`src/rtl/drfm_pkg.sv`:
```
// Shared definitions for the DRFM Doppler profile scheduler.
//   - sched_state_e : scheduler FSM states
//   - DEF_SHIFT_W   : default width of the Doppler phase-increment word
//   - DEF_CNT_W     : default width of step/dwell counts and counters
//   - DEF_PARK_SHIFT: default Doppler word while no profile is playing
package drfm_pkg;

    localparam int          DEF_SHIFT_W    = 32;
    localparam int          DEF_CNT_W      = 16;
    localparam logic [31:0] DEF_PARK_SHIFT = 32'h0;

    typedef enum logic [1:0] {
        IDLE  = 2'd0,
        ARMED = 2'd1,
        RUN   = 2'd2,
        DONE  = 2'd3
    } sched_state_e;

endpackage

```
`src/rtl/dwell_timer.sv`:
```
// Dwell timer: counts sample strobes from 0 up to a terminal value and
// flags the strobe that completes the dwell.
// Ports:
//   M100CLK - system clock (rising edge)
//   reset   - asynchronous active-low reset
//   clr     - synchronous clear, wins over strobe
//   strobe  - count enable, one pulse per I/Q pair
//   term    - terminal count (dwell length minus one)
//   wrap    - high on the strobe that reaches term; the counter restarts at 0
module dwell_timer #(
    parameter int CNT_W = 16
) (
    input  logic             M100CLK,
    input  logic             reset,
    input  logic             clr,
    input  logic             strobe,
    input  logic [CNT_W-1:0] term,
    output logic             wrap
);

    logic [CNT_W-1:0] cnt_q;

    // Combinational so the scheduler can act on the same strobe edge.
    assign wrap = strobe && (cnt_q == term);

    always_ff @(posedge M100CLK or negedge reset) begin
        if (!reset) begin
            cnt_q <= '0;
        end else if (clr) begin
            cnt_q <= '0;
        end else if (strobe) begin
            cnt_q <= wrap ? '0 : cnt_q + CNT_W'(1);
        end
    end

endmodule

```
`src/rtl/doppler_profile_scheduler.sv`:
```
// Doppler profile scheduler: steps the doppler_shift word fed to the NCO and
// frequency shifter through a linear ramp (start, start+step, ...), holding
// each value for a programmed number of sample strobes, optionally looping.
// Ports:
//   M100CLK       - system clock (rising edge)
//   reset         - asynchronous active-low reset
//   cfg_valid     - host profile offer; accepted when cfg_ready is high
//   cfg_ready     - high only in IDLE (decoded from state)
//   cfg_start     - first Doppler word of the profile
//   cfg_step      - signed increment per step
//   cfg_count     - number of steps (0 treated as 1)
//   cfg_dwell     - sample strobes per step (0 treated as 1)
//   cfg_loop      - restart at cfg_start after the last step
//   trig          - starts playback from ARMED
//   abort         - returns to IDLE and parks the output; highest priority
//   sample_strobe - one pulse per I/Q pair from the deinterleaving arbiter
//   doppler_shift - registered Doppler word
//   shift_update  - one-cycle pulse coincident with a new doppler_shift
//   busy          - high in ARMED or RUN
//   done          - one-cycle pulse when a one-shot profile ends
module doppler_profile_scheduler
    import drfm_pkg::*;
#(
    parameter int                 SHIFT_W    = DEF_SHIFT_W,
    parameter int                 CNT_W      = DEF_CNT_W,
    parameter logic [SHIFT_W-1:0] PARK_SHIFT = SHIFT_W'(DEF_PARK_SHIFT)
) (
    input  logic               M100CLK,
    input  logic               reset,
    input  logic               cfg_valid,
    output logic               cfg_ready,
    input  logic [SHIFT_W-1:0] cfg_start,
    input  logic [SHIFT_W-1:0] cfg_step,
    input  logic [CNT_W-1:0]   cfg_count,
    input  logic [CNT_W-1:0]   cfg_dwell,
    input  logic               cfg_loop,
    input  logic               trig,
    input  logic               abort,
    input  logic               sample_strobe,
    output logic [SHIFT_W-1:0] doppler_shift,
    output logic               shift_update,
    output logic               busy,
    output logic               done
);

    function automatic logic [CNT_W-1:0] clamp_min1(input logic [CNT_W-1:0] v);
        return (v == '0) ? CNT_W'(1) : v;
    endfunction

    sched_state_e              state_q, state_d;
    logic [SHIFT_W-1:0]        start_q, start_d;
    logic signed [SHIFT_W-1:0] step_q, step_d;
    logic [CNT_W-1:0]          count_q, count_d;
    logic [CNT_W-1:0]          dwell_q, dwell_d;
    logic                      loop_q, loop_d;
    logic [CNT_W-1:0]          step_idx_q, step_idx_d;
    logic [SHIFT_W-1:0]        shift_q, shift_d;
    logic                      upd_q, upd_d;
    logic                      done_q, done_d;

    logic                      tmr_clr, tmr_en, tmr_wrap;

    // The dwell counter restarts on trig and on abort, and only advances
    // on strobes seen while playing.
    assign tmr_clr = abort || ((state_q == ARMED) && trig);
    assign tmr_en  = !abort && (state_q == RUN) && sample_strobe;

    dwell_timer #(
        .CNT_W (CNT_W)
    ) u_dwell_timer (
        .M100CLK (M100CLK),
        .reset   (reset),
        .clr     (tmr_clr),
        .strobe  (tmr_en),
        .term    (dwell_q - CNT_W'(1)),
        .wrap    (tmr_wrap)
    );

    always_ff @(posedge M100CLK or negedge reset) begin
        if (!reset) begin
            state_q <= IDLE;
        end else begin
            state_q <= state_d;
        end
    end

    always_comb begin
        state_d    = state_q;
        start_d    = start_q;
        step_d     = step_q;
        count_d    = count_q;
        dwell_d    = dwell_q;
        loop_d     = loop_q;
        step_idx_d = step_idx_q;
        shift_d    = shift_q;
        upd_d      = 1'b0;
        done_d     = 1'b0;

        if (abort) begin
            state_d = IDLE;
            shift_d = PARK_SHIFT;
            upd_d   = (shift_q != PARK_SHIFT);
        end else begin
            unique case (state_q)
                IDLE: begin
                    if (cfg_valid) begin
                        start_d = cfg_start;
                        step_d  = $signed(cfg_step);
                        count_d = clamp_min1(cfg_count);
                        dwell_d = clamp_min1(cfg_dwell);
                        loop_d  = cfg_loop;
                        state_d = ARMED;
                    end
                end
                ARMED: begin
                    if (trig) begin
                        shift_d    = start_q;
                        upd_d      = 1'b1;
                        step_idx_d = '0;
                        state_d    = RUN;
                    end
                end
                RUN: begin
                    if (tmr_wrap) begin
                        if (step_idx_q < count_q - CNT_W'(1)) begin
                            // Two's-complement add wraps modulo 2^SHIFT_W.
                            shift_d    = shift_q + $unsigned(step_q);
                            step_idx_d = step_idx_q + CNT_W'(1);
                            upd_d      = 1'b1;
                        end else if (loop_q) begin
                            shift_d    = start_q;
                            step_idx_d = '0;
                            upd_d      = 1'b1;
                        end else begin
                            done_d  = 1'b1;
                            state_d = DONE;
                        end
                    end
                end
                DONE: begin
                    state_d = IDLE;
                end
                default: begin
                    state_d = IDLE;
                end
            endcase
        end
    end

    always_ff @(posedge M100CLK or negedge reset) begin
        if (!reset) begin
            start_q    <= '0;
            step_q     <= '0;
            count_q    <= '0;
            dwell_q    <= '0;
            loop_q     <= 1'b0;
            step_idx_q <= '0;
            shift_q    <= PARK_SHIFT;
            upd_q      <= 1'b0;
            done_q     <= 1'b0;
        end else begin
            start_q    <= start_d;
            step_q     <= step_d;
            count_q    <= count_d;
            dwell_q    <= dwell_d;
            loop_q     <= loop_d;
            step_idx_q <= step_idx_d;
            shift_q    <= shift_d;
            upd_q      <= upd_d;
            done_q     <= done_d;
        end
    end

    assign cfg_ready     = (state_q == IDLE);
    assign busy          = (state_q == ARMED) || (state_q == RUN);
    assign doppler_shift = shift_q;
    assign shift_update  = upd_q;
    assign done          = done_q;

endmodule

```
`config.mk`:
```
export PLATFORM = sky130hd
export DESIGN_NAME = doppler_profile_scheduler
export DESIGN_NICKNAME = d
export VERILOG_FILES = /design/src/rtl/drfm_pkg.sv /design/src/rtl/dwell_timer.sv /design/src/rtl/doppler_profile_scheduler.sv
export SDC_FILE = /design/constraint.sdc
export NUM_CORES = 1
export LEC_CHECK = 0
export CAP_MARGIN = 20
export CELL_PAD_IN_SITES_DETAIL_PLACEMENT = 0
export CELL_PAD_IN_SITES_GLOBAL_PLACEMENT = 1
export CORE_MARGIN = 1
export CORE_UTILIZATION = 45
export DETAILED_ROUTE_END_ITERATION = 6
export GPL_TIMING_DRIVEN = 1
export PLACE_DENSITY = 0.88
export REMOVE_ABC_BUFFERS = 1
export SKIP_CTS_REPAIR_TIMING = 1
export SLEW_MARGIN = 20
export SYNTH_ARGS = -nofsm -noshare
export SYNTH_HDL_FRONTEND = slang
export SYNTH_SLANG_ARGS = --single-unit
```
`constraint.sdc`:
```
create_clock -name M100CLK -period 12 [get_ports M100CLK]
set_input_delay 2.4 -clock M100CLK [delete_from_list [all_inputs] [get_ports M100CLK]]
set_output_delay 2.4 -clock M100CLK [all_outputs]
set_load 0.01 [all_outputs]
```
==> flow_metrics.tcl, run 1 <==
set metrics [dict create \
    pre_cts_ws_ns 6.22 \
    drtPass1Iterations 4 \
    dieArea_sq_mm 0.0228 \
    setup_violations 0 \
    first_iter_violations 421 \
    drt-wirelength-per-cell_microns 17.3 \
    fin_hold_ws_ns 0.504 \
    postLayoutSetupSlackWorst_ns 6.65 \
    worstPathRequired_ns 12.32 \
    area_delta_synth_final_pct 22.3 \
    cts-htree-levels 4 \
    grt_pass1_vias 7741 \
    start_kind "primary input" \
    clock-sinks 165 \
    fin_crit_ns 5.35 \
    grt_setup_unrepaired "no" \
    clk_latency_ns 0.44 \
    cp-end-kind "register" \
    drc 0 \
    fillers 1893 \
    worst_ep_arrival_time_ns 5.67 \
    grt_usage_pct 21.7 \
    grt_pass1_wl_mm 39.0 \
    drt_wl_total_mm 24.3 \
    dpl.hpwl_mm 17.6 \
    tightest_slew_ns 1.11 \
    cts_tree "built" \
    grt_overflow 0 \
    syn-instance-count 990 \
    timing.final.crit_share_pct 44.6 \
    vias 8067 \
    place_area_sq_mm 0.0116 \
    p_per_area_mw_per_mm2 224 \
    tns_ns 0 \
    max_freq_mhz 187 \
    p_leak_uw 0.00522 \
    synth-seq-cells 165 \
    dieHeight_microns 151 \
    hold_violations 0 \
    maxCapViolCount 0 \
    seq_area_frac_synth_pct 41.3 \
    via_per_inst 5.74 \
    gp_congestion 0.877 \
    floorplan.initialDensity_pct 45.8 \
    min_path_type "register to register" \
    yosysWarnings 0 \
    rows 54 \
    cp_max_fo 52 \
    port_buffers 138 \
    ys.flop_type "dfrtp_1" \
    core_sq_mm 0.0218 \
    num-nets-final 1270 \
    cts_buffers 17 \
    syn-cell-area_sq_mm 0.0100 \
    die_w_microns 151 \
    clk_pin_slew_worst_paths_ns 0.07 \
    finalClockSkew_ns 0.0169 \
    syn_area_per_cell_sq_um 10.1 \
    ys_async_sr_fraction_pct 100 \
    root_buffer "clkbuf_16" \
    drive_gt1_share_pct 13.9 \
    synth_edf_count 0 \
    path_class "primary input to register" \
    stdcell_area_sq_mm 0.0122 \
    io_pins 139 \
    ff2ff_setup_slack_ns 6.86 \
    clk_path_buf_depth 2 \
    slew_headroom_pct 26.2 \
    irDropWorstVdd_v 0.000115 \
    grt_max_degree 92 \
    netlist-cell-type-count 73 \
    final_antenna_net_count 0 \
    n_antenna_cell 0 \
    status "finished clean" \
    antenna_found_initial 0 \
    slew_viol_final 0 \
]
routing by layer:
metal	vias to the layer above	wire, microns	GRT usage, %	share of wire [%]
li1	3913	-	-	-
met1	3949	11300	29.3	46
met2	184	11800	36.4	48
met3	21	1120	3.55	4.6
met4	0	213	5.05	0.88
met5	-	0	0	0
logic make-up (layout without fill, tap and decap cells):
family          Yosys count  after routing  share of synthesized area (%)
xor+xnor                 63             63                           5.52
mux                     108            108                           12.1
fa+ha+maj                54             54                           6.83
simple gates            295            295                           15.5
compound gates          244            244                           16.2
flops                   165            165                           41.3
buf+inv                  61            197                           2.61
worst max-delay path, stage by stage:
cell and delay [ns]:
clkdlybuf4s50_1 0.64, or4_1 0.64, nor3_1 0.15, nand3_1 0.10, a211oi_2 0.30, a21oi_4 0.08, buf_4 0.31, nand2b_1 0.59
o41ai_2 0.45
cell usage in the layout, fill, tap and decap left out, types with 17 or more instances in the layout:
master / instances
a21o_1: 18
a21oi_1: 59
a31oi_1: 18
and3_1: 23
clkbuf_16: 17
clkdlybuf4s50_1: 137
dfrtp_1: 165
ha_1: 53
inv_1: 20
mux2_2: 96
nand2_1: 73
nand2b_1: 22
nand3_1: 25
nor2_1: 48
nor3_1: 18
nor4_1: 23
o21ai_0: 60
xnor2_1: 42
xor2_1: 21
final timing paths:
check,from,endpoint,cells past startpoint
worst max-delay path,abort,step_idx_q[7]$_DFFE_PN0P_,9
worst min-delay path,step_idx_q[15]$_DFFE_PN0P_,step_idx_q[15]$_DFFE_PN0P_,1
min in group asynchronous,reset,start_q[29]$_DFFE_PN0P_,1
max in group asynchronous,reset,start_q[23]$_DFFE_PN0P_,2
worst max register to register,count_q[3]$_DFFE_PN0P_,doppler_shift[28]$_DFFE_PN0P_,17
worst min register to register,step_idx_q[15]$_DFFE_PN0P_,step_idx_q[15]$_DFFE_PN0P_,1
flip-flops by register name, indices dropped and copies added (netlist names):
register,flops
dwell_q,16
state_q,2
loop_q,1
start_q,32
u_dwell_timer.cnt_q,16
count_q,16
done,1
doppler_shift,32
step_idx_q,16
step_q,32
shift_update,1
report_power, final:
group | internal, uW | switching [uW]
Clock | 339 | 251
Combinational | 592 | 611
Sequential | 755 | 190
Total | 1690 | 1050
stage by stage:
stage                     total power (uW)  utilization, %  std cells
final                                 2740            56.1       1406
after global routing                  2920            56.1       1406
after CTS                             2750            56.1       1406
after detailed placement              2150            53.2       1374
after global placement                2120            53.2       1374
after floorplan                       1790               -        949
synthesized netlist by cell type (all sizes together) (6+ instances only):
cell type	count	area share [%]
dfrtp	165	41
mux2	97	11
nand2	74	2.8
o21ai	67	3.4
a21oi	61	3.1
ha	53	6.6
nor2	48	1.8
xnor2	42	3.7
clkbuf	33	1.2
nand3	25	1.3
and3	23	1.4
nor4	23	1.4
nand2b	22	1.4
xor2	21	1.8
inv	20	0.75
nor3	19	1.0
a21o	18	1.4
a31oi	18	1.1
o31ai	16	1.2
mux2i	11	1.1
nand4	11	0.69
buf	8	0.63
and2	7	0.44
or4	7	0.60
o211ai	6	0.50
o21bai	6	0.45
layout make-up:
type / instances / area (sq um) / share of cell area (%)
Multi-Input combinational cell: 764 / 5620 / 46.0
Tap cell: 280 / 350 / 2.86
Timing Repair Buffer: 145 / 1440 / 11.7
Clock inverter: 14 / 184 / 1.50
Sequential cell: 165 / 4130 / 33.7
Inverter: 20 / 75.1 / 0.614
Clock buffer: 18 / 439 / 3.59
(Power assumes the default switching activity.)
==> inputs of run 2 (changes only) <==
--- a/config.mk
+++ b/config.mk
@@ -9,10 +9,10 @@
 export CELL_PAD_IN_SITES_DETAIL_PLACEMENT = 0
 export CELL_PAD_IN_SITES_GLOBAL_PLACEMENT = 1
 export CORE_MARGIN = 1
-export CORE_UTILIZATION = 45
+export CORE_UTILIZATION = 39
 export DETAILED_ROUTE_END_ITERATION = 6
 export GPL_TIMING_DRIVEN = 1
-export PLACE_DENSITY = 0.88
+export PLACE_DENSITY = 0.81
 export REMOVE_ABC_BUFFERS = 1
 export SKIP_CTS_REPAIR_TIMING = 1
 export SLEW_MARGIN = 20
==> constraint.sdc (replaced) <==
create_clock -name M100CLK -period 4.9 [get_ports M100CLK]
set_input_delay 0.98 -clock M100CLK [delete_from_list [all_inputs] [get_ports M100CLK]]
set_output_delay 0.98 -clock M100CLK [all_outputs]
set_load 0.01 [all_outputs]
==> flow_metrics.tcl, run 2 (same netlist as run 1, synthesis figures left out) <==
set metrics [dict create \
    status "finished clean" \
    cts_tree "built" \
    fillers 2308 \
    start_kind "register" \
    core_sq_mm 0.0252 \
    dieArea_sq_mm 0.0263 \
    cp_max_fo 51 \
    port_buffers 138 \
    post-place-cells 1426 \
    tns_ns 0 \
    vias 8048 \
    slew_viol_final 0 \
    first_iter_violations 415 \
    maxCapViolCount 0 \
    setup_violations 0 \
    grt_pass1_wl_mm 40.0 \
    root_buffer "clkbuf_16" \
    drt-wirelength-per-cell_microns 17.0 \
    path_class "register to register" \
    die_w_microns 162 \
    rows 58 \
    num-nets-final 1272 \
    multi_input_area_sq_mm 0.00563 \
    slew_headroom_pct 40.8 \
    io_pins 139 \
    fin_crit_ns 4.29 \
    grt_overflow 0 \
    grt_pass1_vias 7786 \
    layout_common_cells "dfrtp_1 (165), clkdlybuf4s50_1 (137), mux2_2 (96)" \
    timing.final.crit_share_pct 87.6 \
    clk_latency_ns 0.43 \
    hold_violations 0 \
    switching_share_pct 38.5 \
    worstPathRequired_ns 5.20 \
    final_common_cell "dfrtp_1" \
    p_per_area_mw_per_mm2 538 \
    grt_usage_pct 19.2 \
    dieHeight_microns 162 \
    p_seq_share_pct 34.9 \
    via_per_inst 5.52 \
    clk_pin_slew_worst_paths_ns 0.07 \
    min_path_type "register to register" \
    tightest_slew_ns 0.888 \
    register_area_sq_mm 0.00413 \
    floorplan.initialDensity_pct 39.7 \
    drt_wl_total_mm 24.7 \
    gp_congestion 0.852 \
    grt_setup_unrepaired "no" \
    clock-sinks 165 \
    cts_buffers 17 \
    drc 0 \
    grt_max_degree 92 \
    drtPass1Iterations 5 \
    drive_gt1_share_pct 14.3 \
    p_leak_uw 0.00521 \
    combPwrFrac_pct 44.7 \
    cts-htree-levels 4 \
    clk_path_buf_depth 2 \
    final_antenna_net_count 0 \
    irDropWorstVdd_v 0.000296 \
    max_freq_mhz 233 \
    dpl.hpwl_mm 17.9 \
    antenna_found_initial 1 \
    switchingPower_uw 2540 \
    cp-end-kind "register" \
    area_delta_synth_final_pct 23.0 \
    stdcell_count 1459 \
    finalClockSkew_ns 0.0138 \
    worst_ep_arrival_time_ns 4.59 \
    clkPwrFrac_pct 20.3 \
    p_int_uw 4070 \
]
run 2: layout make-up:
| type | instances | area share [%] |
|---|---|---|
| diodes | 1 | 0.0203 |
| clock buffers | 18 | 3.49 |
| clock inverters | 14 | 1.21 |
| inverters | 20 | 0.610 |
| multi-input cells | 764 | 45.8 |
| flip-flops and latches | 165 | 33.6 |
| well taps | 330 | 3.36 |
| repair buffers | 147 | 12.0 |
run 2: power by group through the flow:
stage	Clock, uW	Combinational, uW	Sequential (uW)
4_1_cts	1370	2970	2310
6_report	1340	2960	2310
3_5_place_dp	0	2950	2340
3_3_place_gp	0	2900	2320
5_1_grt	1430	3280	2380
2_1_floorplan	0	2180	2200
run 2: worst max-delay path, cell delays in order, from the launching register on:
cell and delay (ns):
dfrtp_1 0.41, nor3_1 0.25, nand2b_1 0.15, nor4_1 0.27, nand2_1 0.13, or2_2 0.32, nor2_1 0.12, xnor2_1 0.09
ha_1 0.32, and4_1 0.23, nand2_1 0.06, a211o_1 0.26, a311oi_2 0.42, nor2_1 0.19, a21oi_4 0.18, buf_4 0.46
o2bb2a_1 0.22, o31ai_1 0.07
run 2: final timing paths:
| kind | startpoint | slack, ns | cells past startpoint | to |
|---|---|---|---|---|
| max in group asynchronous | reset | 3.38 | 2 | step_q[2]$_DFFE_PN0P_ |
| min reg2reg | step_idx_q[15]$_DFFE_PN0P_ | 0.50 | 1 | step_idx_q[15]$_DFFE_PN0P_ |
| max reg2reg | count_q[3]$_DFFE_PN0P_ | 0.61 | 17 | doppler_shift[29]$_DFFE_PN0P_ |
| max | count_q[3]$_DFFE_PN0P_ | 0.61 | 17 | doppler_shift[29]$_DFFE_PN0P_ |
| min in group asynchronous | reset | 0.62 | 1 | step_q[30]$_DFFE_PN0P_ |
| min | step_idx_q[15]$_DFFE_PN0P_ | 0.50 | 1 | step_idx_q[15]$_DFFE_PN0P_ |
run 2: per-layer routing:
layer  global-route usage [%]  wire length (microns)
met1                     26.3                  11800
met2                     31.2                  11700
met3                     3.80                    943
met4                     4.12                    314
met5                        0                      0
run 2: through the flow:
| step | cell area [sq um] | utilization, % | hold WS, ns | worst slack, ns | power (uW) |
|---|---|---|---|---|---|
| after floorplan | 9810 | - | 0.451 | 0.296 | 4380 |
| after global placement | 11700 | 46.5 | 0.484 | 0.558 | 5220 |
| after detailed placement | 11700 | 46.5 | 0.483 | 0.321 | 5290 |
| after CTS | 12300 | 48.8 | 0.498 | 0.241 | 6650 |
| after global routing | 12300 | 48.9 | 0.522 | 0.181 | 7100 |
| final | 12300 | 48.9 | 0.504 | 0.609 | 6610 |
